## src/rtl/alu_arbiter.sv

```systemverilog
// Round-robin arbiter/sequencer that shares one registered ALU between two requesters.
// Issues one operation at a time, captures the ALU result/flags and returns them with a DONE pulse.
module alu_arbiter #(
    parameter int WIDTH   = 8,
    parameter int ALU_LAT = 1
) (
    input  logic             CLK,
    input  logic             RST_N,
    input  logic             REQ0,
    input  logic             REQ1,
    input  logic [3:0]       OPCODE0,
    input  logic [3:0]       OPCODE1,
    input  logic [WIDTH-1:0] A0,
    input  logic [WIDTH-1:0] B0,
    input  logic [WIDTH-1:0] A1,
    input  logic [WIDTH-1:0] B1,
    output logic             DONE0,
    output logic             DONE1,
    output logic [1:0]       GNT,
    output logic [WIDTH-1:0] RESULT,
    output logic [3:0]       FLAGS,
    output logic             ERR,
    output logic             BUSY,
    output logic             ALU_EN,
    output logic             ALU_OE,
    output logic [3:0]       ALU_OPCODE,
    output logic [WIDTH-1:0] ALU_A,
    output logic [WIDTH-1:0] ALU_B,
    input  logic [WIDTH-1:0] ALU_OUT,
    input  logic             ALU_CF,
    input  logic             ALU_OF,
    input  logic             ALU_SF,
    input  logic             ALU_ZF
);

    typedef enum logic [1:0] {S_IDLE, S_ISSUE, S_WAIT, S_RESP} state_t;

    localparam logic [2:0] LAT_LOAD = 3'(ALU_LAT);

    state_t           state_q, state_d;
    logic             ptr_q, ptr_d;
    logic [1:0]       gnt_q, gnt_d;
    logic [3:0]       opcode_q, opcode_d;
    logic [WIDTH-1:0] a_q, a_d;
    logic [WIDTH-1:0] b_q, b_d;
    logic [WIDTH-1:0] result_q, result_d;
    logic [3:0]       flags_q, flags_d;
    logic             err_q, err_d;
    logic [2:0]       cnt_q, cnt_d;

    logic             pick1;
    logic [3:0]       req_op;
    logic [WIDTH-1:0] req_a;
    logic [WIDTH-1:0] req_b;
    logic             req_legal;

    always_comb begin
        // A lone requester always wins; the pointer only breaks ties.
        pick1     = REQ1 && (!REQ0 || ptr_q);
        req_op    = pick1 ? OPCODE1 : OPCODE0;
        req_a     = pick1 ? A1 : A0;
        req_b     = pick1 ? B1 : B0;
        req_legal = (req_op[3] == 1'b0) && (req_op[2:1] != 2'b00);
    end

    // NOTE: every signal gets its default before the case so no latch can be inferred.
    always_comb begin
        state_d  = state_q;
        ptr_d    = ptr_q;
        gnt_d    = gnt_q;
        opcode_d = opcode_q;
        a_d      = a_q;
        b_d      = b_q;
        result_d = result_q;
        flags_d  = flags_q;
        err_d    = err_q;
        cnt_d    = cnt_q;

        case (state_q)
            S_IDLE: begin
                if (REQ0 || REQ1) begin
                    gnt_d    = pick1 ? 2'b10 : 2'b01;
                    opcode_d = req_op;
                    a_d      = req_a;
                    b_d      = req_b;
                    if (req_legal) begin
                        state_d = S_ISSUE;
                    end else begin
                        err_d    = 1'b1;
                        result_d = '0;
                        flags_d  = '0;
                        state_d  = S_RESP;
                    end
                end
            end
            S_ISSUE: begin
                cnt_d   = LAT_LOAD;
                state_d = S_WAIT;
            end
            S_WAIT: begin
                cnt_d = cnt_q - 3'd1;
                if (cnt_q == 3'd1) begin
                    result_d = ALU_OUT;
                    flags_d  = {ALU_CF, ALU_OF, ALU_SF, ALU_ZF};
                    state_d  = S_RESP;
                end
            end
            S_RESP: begin
                ptr_d   = gnt_q[0];
                gnt_d   = 2'b00;
                err_d   = 1'b0;
                state_d = S_IDLE;
            end
            default: state_d = S_IDLE;
        endcase
    end

    // NOTE: flops use non-blocking assignments so every register samples pre-edge values.
    always_ff @(posedge CLK or negedge RST_N) begin
        if (!RST_N) begin
            state_q  <= S_IDLE;
            ptr_q    <= 1'b0;
            gnt_q    <= 2'b00;
            opcode_q <= '0;
            a_q      <= '0;
            b_q      <= '0;
            result_q <= '0;
            flags_q  <= '0;
            err_q    <= 1'b0;
            cnt_q    <= '0;
        end else begin
            state_q  <= state_d;
            ptr_q    <= ptr_d;
            gnt_q    <= gnt_d;
            opcode_q <= opcode_d;
            a_q      <= a_d;
            b_q      <= b_d;
            result_q <= result_d;
            flags_q  <= flags_d;
            err_q    <= err_d;
            cnt_q    <= cnt_d;
        end
    end

    assign DONE0      = (state_q == S_RESP) && gnt_q[0];
    assign DONE1      = (state_q == S_RESP) && gnt_q[1];
    assign GNT        = gnt_q;
    assign RESULT     = result_q;
    assign FLAGS      = flags_q;
    assign ERR        = err_q;
    assign BUSY       = (state_q != S_IDLE);
    assign ALU_EN     = (state_q == S_ISSUE);
    assign ALU_OE     = (state_q == S_WAIT);
    assign ALU_OPCODE = opcode_q;
    assign ALU_A      = a_q;
    assign ALU_B      = b_q;

endmodule

```

## config.mk

```make
export PLATFORM = sky130hd
export DESIGN_NAME = alu_arbiter
export DESIGN_NICKNAME = d
export VERILOG_FILES = /design/src/rtl/alu_arbiter.sv
export SDC_FILE = /design/constraint.sdc
export NUM_CORES = 1
export LEC_CHECK = 0
export CELL_PAD_IN_SITES_DETAIL_PLACEMENT = 1
export CELL_PAD_IN_SITES_GLOBAL_PLACEMENT = 2
export CORE_MARGIN = 2
export CORE_UTILIZATION = 25
export DETAILED_ROUTE_END_ITERATION = 6
export PLACE_DENSITY_LB_ADDON = 0.1
export SLEW_MARGIN = 15
export SYNTH_ARGS = -nofsm -noshare
export SYNTH_HDL_FRONTEND = slang
export SYNTH_SLANG_ARGS = --single-unit
```

## constraint.sdc

```tcl
create_clock -name CLK -period 4 [get_ports CLK]
set_clock_uncertainty 0.1 [all_clocks]
set_input_delay 0.8 -clock CLK [delete_from_list [all_inputs] [get_ports CLK]]
set_output_delay 0.8 -clock CLK [all_outputs]
set_load 0.03 [all_outputs]
```

==> results of run 1 <==
-- worst max-delay path by stage --
stage,end
after detailed placement,FLAGS[2]$_DFFE_PN0P_
after global routing,ALU_OE
after CTS,ALU_OE
after global placement,FLAGS[3]$_DFFE_PN0P_
after floorplan,FLAGS[0]$_DFFE_PN0P_
final,ALU_OE
-- power groups by stage --
stage / Clock, mW / Combinational (mW) / Sequential (mW)
2_1_floorplan: 0 / 0.548 / 0.970
3_3_place_gp: 0 / 1.33 / 0.695
3_5_place_dp: 0 / 1.35 / 0.701
4_1_cts: 0.278 / 1.35 / 0.694
5_1_grt: 0.296 / 1.45 / 0.715
6_report: 0.263 / 1.32 / 0.689
-- metal layers --
metal	track usage, %	wire length [um]
met4	2.941	46
met1	16.27	2314
met5	0	0
met3	3.384	354
met2	20.50	2560
-- layout make-up --
| cell class | count | area [um2] |
|---|---|---|
| clock buffers | 6 | 72.57 |
| multi-input cells | 124 | 858.3 |
| clock inverters | 2 | 10.01 |
| fillers | 875 | 4586 |
| repair buffers | 98 | 968.4 |
| flip-flops and latches | 41 | 1026 |
| inverters | 21 | 78.83 |
| well taps | 102 | 127.6 |
-- worst min-delay path, cell delays in order, from the launching register on --
cell and delay (ns):
sky130_fd_sc_hd__dfrtp_1 0.34, sky130_fd_sc_hd__nand2_1 0.04, sky130_fd_sc_hd__o21ai_0 0.06
-- logic make-up after synthesis --
| logic type | after synthesis | share of synthesized area (%) |
|---|---|---|
| and+or+nand+nor | 43 | 8.897 |
| muxes | 36 | 18.17 |
| AOI/OAI and AO/OA | 38 | 11.34 |
| buffers and inverters | 30 | 5.826 |
| DFF | 41 | 51.38 |
| adders and majority gates | 7 | 4.386 |
-- metrics by stage --
step	util, %	total power, mW	std cells	area (um2)	worst slack [ns]
after floorplan	-	1.518	195	1997	1.843
after detailed placement	39.59	2.049	386	3059	0.9533
after global routing	40.66	2.458	394	3142	0.7106
final	40.66	2.270	394	3142	0.8935
after CTS	40.66	2.320	394	3142	0.8337
after global placement	39.59	2.030	386	3059	1.073
-- registers in the layout (all words and copies together), names as in the netlist, 2 cells and up --
name        flops
ALU_A           8
ALU_B           8
ALU_OPCODE      4
FLAGS           4
GNT             2
RESULT          8
cnt_q           3
state_q         2
-- placed cells by master (no fill, tap or decap) --
cell / Yosys / final
sky130_fd_sc_hd__mux2_2: 2 / 2
sky130_fd_sc_hd__a211o_1: 1 / 1
sky130_fd_sc_hd__o32a_1: 1 / 1
sky130_fd_sc_hd__nand2_1: 33 / 33
sky130_fd_sc_hd__nor2_1: 3 / 3
sky130_fd_sc_hd__inv_1: 20 / 20
sky130_fd_sc_hd__buf_4: 0 / 3
sky130_fd_sc_hd__nand3b_1: 1 / 1
sky130_fd_sc_hd__a2bb2oi_1: 1 / 1
sky130_fd_sc_hd__clkdlybuf4s50_1: 0 / 94
sky130_fd_sc_hd__a21oi_1: 3 / 3
sky130_fd_sc_hd__clkbuf_1: 6 / 1
sky130_fd_sc_hd__mux2i_1: 34 / 34
sky130_fd_sc_hd__ha_1: 7 / 7
sky130_fd_sc_hd__o2bb2ai_1: 2 / 2
sky130_fd_sc_hd__buf_2: 3 / 1
sky130_fd_sc_hd__nor2b_1: 1 / 1
sky130_fd_sc_hd__and2_1: 2 / 2
sky130_fd_sc_hd__and3_1: 1 / 1
sky130_fd_sc_hd__o21bai_1: 2 / 2
sky130_fd_sc_hd__o21ai_2: 0 / 1
sky130_fd_sc_hd__o21ai_0: 26 / 26
sky130_fd_sc_hd__inv_2: 1 / 1
sky130_fd_sc_hd__dfrtp_1: 41 / 41
sky130_fd_sc_hd__nand3_1: 1 / 1
sky130_fd_sc_hd__clkbuf_8: 0 / 5
sky130_fd_sc_hd__clkinv_2: 0 / 2
sky130_fd_sc_hd__o21ai_4: 1 / 1
sky130_fd_sc_hd__nor3_1: 1 / 1
==> results_dict.tcl, run 1 <==
set metrics [dict create \
    syn_avg_cell_area_um2 10.24 \
    die_h_um 93.38 \
    slowest_stage "sky130_fd_sc_hd__clkdlybuf4s50_1" \
    min_delay_worst_endpoint "ALU_B[2]$_DFFE_PN0P_" \
    postCtsSetupRepairBufs 0 \
    clock_sinks 41 \
    postSynth.topFlopCell "sky130_fd_sc_hd__dfrtp_1" \
    grtUsageTotal_pct 12.44 \
    seq_area_frac_synth_pct 51.38 \
    timing.hold.ws_ns 0.3801 \
    detailedRoute.firstPassIterationCount 3 \
    htree_num_levels 2 \
    detail_route.wl_per_cell_um 13.39 \
    post-synth-top-count-cell "sky130_fd_sc_hd__dfrtp_1" \
    synth.cells.most_frequent "41 x sky130_fd_sc_hd__dfrtp_1, 34 x sky130_fd_sc_hd__mux2i_1, 33 x sky130_fd_sc_hd__nand2_1" \
    final-setup-viol-count 0 \
    cp.buffers_inverters 2 \
    power_frac_comb_pct 58.1 \
    clk_latency_ns 0.29 \
    final.period_utilization_pct 77.66 \
    sequential_group_share_of_total_power_pct 30.3 \
    arrival_ns 2.21 \
    worstSetupPathDepth 3 \
    delay_of_the_slowest_cell_on_the_worst_path_ns 0.79 \
    max_freq_ghz 0.3219 \
    hold_viol 0 \
    critical_path.reg2reg.startpoint "state_q[0]$_DFFE_PN0P_" \
    mapped_cell_area_um2 1997 \
    leakagePower_nw 1.470 \
    synth_enable_flop_cells 0 \
    floorplan.rows 32 \
    timing.setup.critical_path_class "reg2out" \
    switching_share_pct 43.78 \
    synth_top_area_cell "sky130_fd_sc_hd__dfrtp_1" \
    drt_wl_total_um 5276 \
    via_count_of_the_first_global_routing_pass 1681 \
    ctsRootBufferMaster "sky130_fd_sc_hd__clkbuf_8" \
    clock_buffers_created_by_tritoncts 5 \
    netSwitchingPower_mw 0.9939 \
    synth-async-reset-ratio_pct 100.0 \
    post-synth-top-area-fraction_pct 51.38 \
    outcome "finished clean" \
    die_width_um 93.38 \
    p_clk_share_pct 11.6 \
    ctsLongestPathBuffers 2 \
    initial_core_util_pct 25.84 \
    io-pin-count 96 \
    route.antenna.remaining_nets 0 \
    critPathTopFamily "buffers and inverters" \
    critical_path.max_fanout 19 \
    synth.top_cells.by_area "sky130_fd_sc_hd__dfrtp_1 51%, sky130_fd_sc_hd__mux2i_1 17%, sky130_fd_sc_hd__o21ai_0 6.5%" \
    flop_and_latch_count_out_of_synthesis 41 \
    fp.coreArea_um2 7727 \
    cp-start-kind "register" \
    grt_first_pass_wirelength_um 8493 \
    drive_above_1_share_pct 5.479 \
    tightest_slew_ns 0.9473 \
    synth_cell_types 25 \
    clkTransAtPathRegs_ns 0.08 \
    route.vias.total 1669 \
    reg2reg_setup_slack_ns 1.46 \
    via_per_inst 4.236 \
    clock_tree_from_tritoncts "built" \
    totalNegativeSetupSlack_ns 0 \
    number_of_antenna_violations_at_the_first_check_in_global_routing 0 \
    crit_path_cell_trace "inv_1 -> ha_1 -> clkdlybuf4s50_1" \
    total_inserted_antenna_cells 0 \
    hold-path-cell-count 2 \
    internal_power_mw 1.276 \
    cts_hold_repair.buffers 0 \
    grt_max_degree 42 \
    final_period_demand_of_the_worst_path_ns 3.107 \
    timing.max_slew.rel_slack_pct 36.85 \
    timing.critical_path.from "state_q[0]$_DFFE_PN0P_" \
    drt-initial-drc-count 42 \
    hpwl_um 3986 \
    ys_warn_count 0 \
    post_cts_resize_count 0 \
    report.final.slew_viol_count 0 \
    place.gp.congestion 0.6509 \
    min-delay-start "ALU_B[2]$_DFFE_PN0P_" \
    areaGrowthSynthToFinish_pct 57.33 \
    hold_path_class "reg2reg" \
    p_per_area_nw_per_um2 722.6 \
    grt_overflow 0 \
    unrepaired_setup_endpoints_after_global_routing "no" \
    critical_path.reg2reg.endpoint "FLAGS[2]$_DFFE_PN0P_" \
    die_area_um2 8719 \
    cp.required_ns 3.10 \
    irDropWorstVdd_uv 249.6 \
    synth_cells 195 \
    critPathCaptureType "output port" \
    post-route-drc-count 0 \
    timing.max_cap.violations 0 \
    io_buffer_count 95 \
    syn_nets 258 \
    nNetsFinal 354 \
    r2r.worst_path.cells 6 \
]
Power figures use the tool's default switching activity.
==> inputs of run 2 (changes only) <==
--- a/config.mk
+++ b/config.mk
@@ -8,7 +8,7 @@
 export CELL_PAD_IN_SITES_DETAIL_PLACEMENT = 1
 export CELL_PAD_IN_SITES_GLOBAL_PLACEMENT = 2
 export CORE_MARGIN = 2
-export CORE_UTILIZATION = 25
+export CORE_UTILIZATION = 21
 export DETAILED_ROUTE_END_ITERATION = 6
 export PLACE_DENSITY_LB_ADDON = 0.1
 export SLEW_MARGIN = 15
==> constraint.sdc (replaced) <==
create_clock -name CLK -period 2.8 [get_ports CLK]
set_clock_uncertainty 0.1 [all_clocks]
set_input_delay 0.56 -clock CLK [delete_from_list [all_inputs] [get_ports CLK]]
set_output_delay 0.56 -clock CLK [all_outputs]
set_load 0.03 [all_outputs]
==> results_dict.tcl, run 2 (same netlist as run 1, synthesis figures left out) <==
set metrics [dict create \
    outcome "finished clean" \
    drive_above_1_share_pct 6.780 \
    critPathCaptureType "output port" \
    leakagePower_nw 1.500 \
    max_freq_ghz 0.3988 \
    drt-initial-drc-count 33 \
    route.vias.total 1718 \
    cp.required_ns 2.14 \
    layout.cells.most_common_list "94 x sky130_fd_sc_hd__clkdlybuf4s50_1, 41 x sky130_fd_sc_hd__dfrtp_1, 34 x sky130_fd_sc_hd__mux2i_1" \
    final.period_utilization_pct 89.57 \
    io_buffer_count 95 \
    ctsLongestPathBuffers 2 \
    die_h_um 101.5 \
    p_per_area_nw_per_um2 1041 \
    grt_max_degree 46 \
    route.antenna.remaining_nets 0 \
    total_inserted_antenna_cells 0 \
    cp-start-kind "register" \
    critPathMostFrequentCell "sky130_fd_sc_hd__inv_1" \
    tightest_slew_ns 0.3990 \
    grt_first_pass_wirelength_um 9108 \
    number_of_antenna_violations_at_the_first_check_in_global_routing 0 \
    totalNegativeSetupSlack_ns 0 \
    grt_overflow 0 \
    final-setup-viol-count 0 \
    hold_path_class "in2async" \
    drt_wl_total_um 5722 \
    slowest_stage "sky130_fd_sc_hd__clkdlybuf4s50_1" \
    die_area_um2 10310 \
    postCtsSetupRepairBufs 0 \
    htree_num_levels 2 \
    detailedRoute.firstPassIterationCount 4 \
    timing.max_cap.violations 0 \
    post_cts_resize_count 0 \
    timing.max_slew.rel_slack_pct 73.40 \
    clkTransAtPathRegs_ns 0.08 \
    hold_viol 0 \
    postLayoutCoreUtil_pct 34.95 \
    clock_tree_from_tritoncts "built" \
    post-route-drc-count 0 \
    clock_sinks 41 \
    die_width_um 101.5 \
    most_common_cell_after_layout_fill_and_taps_aside "sky130_fd_sc_hd__clkdlybuf4s50_1" \
    cts_hold_repair.buffers 0 \
    multiInputGateArea_um2 858.3 \
    clk_latency_ns 0.29 \
    floorplan.rows 35 \
    clock_buffers_created_by_tritoncts 5 \
    report.final.slew_viol_count 0 \
    irDropWorstVdd_uv 292.9 \
    fp.coreArea_um2 9240 \
    place.gp.congestion 0.6897 \
    areaGrowthSynthToFinish_pct 61.72 \
    timing.setup.critical_path_class "reg2out" \
    reg2reg_setup_slack_ns 0.82 \
    detail_route.wl_per_cell_um 13.50 \
    arrival_ns 1.85 \
    via_per_inst 4.052 \
    hpwl_um 4348 \
    crit_path_cell_trace "inv_1 -> ha_1 -> inv_1 -> clkdlybuf4s50_1" \
    final_period_demand_of_the_worst_path_ns 2.508 \
    num-fill-cells 1067 \
    critical_path.max_fanout 5 \
    unrepaired_setup_endpoints_after_global_routing "no" \
    area.sequential_um2 1026 \
    delay_of_the_slowest_cell_on_the_worst_path_ns 0.67 \
    initial_core_util_pct 21.61 \
    grtUsageTotal_pct 11.34 \
    io-pin-count 96 \
    via_count_of_the_first_global_routing_pass 1768 \
    timing.hold.ws_ns 0.08418 \
    nNetsFinal 357 \
    ctsRootBufferMaster "sky130_fd_sc_hd__clkbuf_8" \
]
[run 2: changes by cell type in the layout (fill, tap and decap cells not counted), sizes merged]
| cell | before | now |
|---|---|---|
| clkbuf | 6 | 7 |
| clkinv | 2 | 1 |
| buf | 4 | 7 |
[run 2: where the power goes]
group | total (mW) | switching, mW | internal [mW]
combinational | 1.94 | 1.10 | 0.841
sequential | 0.987 | 0.146 | 0.842
clock | 0.432 | 0.209 | 0.223
[run 2: path summary, 6_finish.rpt]
kind,to,from,depth (start not counted)
max in group asynchronous,ALU_B[5]$_DFFE_PN0P_,RST_N,2
min in group CLK,ALU_B[6]$_DFFE_PN0P_,ALU_B[6]$_DFFE_PN0P_,2
min,ALU_B[7]$_DFFE_PN0P_,RST_N,1
max,BUSY,state_q[0]$_DFFE_PN0P_,4
max reg2reg,RESULT[3]$_DFFE_PN0P_,state_q[0]$_DFFE_PN0P_,8
min reg2reg,ALU_B[6]$_DFFE_PN0P_,ALU_B[6]$_DFFE_PN0P_,2
[run 2: layout make-up]
| type | instances | area share (%) |
|---|---|---|
| flip-flops and latches | 41 | 31.77 |
| repair buffers | 101 | 31.07 |
| multi-input cells | 124 | 26.58 |
| well taps | 129 | 4.998 |
| clock buffers | 7 | 2.983 |
| inverters | 21 | 2.441 |
| clock inverters | 1 | 0.1550 |
[run 2: worst max-delay path, delay by kind of cell (launching register included)]
| kind | cells | cell delay (ns) |
|---|---|---|
| fa+ha+maj | 1 | 0.27 |
| buf+inv | 3 | 0.87 |
| flops | 1 | 0.42 |
[run 2: metal layers]
layer	vias to the layer above	wire [um]	GRT usage (%)
li1	844	-	-
met1	816	2575	14.49
met2	54	2734	18.62
met3	4	364	3.382
met4	0	48	3.119
met5	-	0	0
[run 2: metrics by stage]
stage                     setup WS [ns]  total power [mW]  area [um2]  std cells
after floorplan                  0.6896             2.168        1997        195
after global placement           0.3544             2.969        3128        416
after detailed placement         0.2737             2.993        3128        416
after CTS                        0.2540             3.449        3229        424
after global routing             0.1519             3.623        3229        424
final                            0.2922             3.360        3229        424
==> inputs of run 3 (changes only) <==
--- a/config.mk
+++ b/config.mk
@@ -10,6 +10,7 @@
 export CORE_MARGIN = 2
 export CORE_UTILIZATION = 21
 export DETAILED_ROUTE_END_ITERATION = 6
+export GPL_ROUTABILITY_DRIVEN = 0
 export PLACE_DENSITY_LB_ADDON = 0.1
 export SLEW_MARGIN = 15
 export SYNTH_ARGS = -nofsm -noshare
==> results of run 3 <==
Final layout, timing and power as in run 2 (identical DEF).
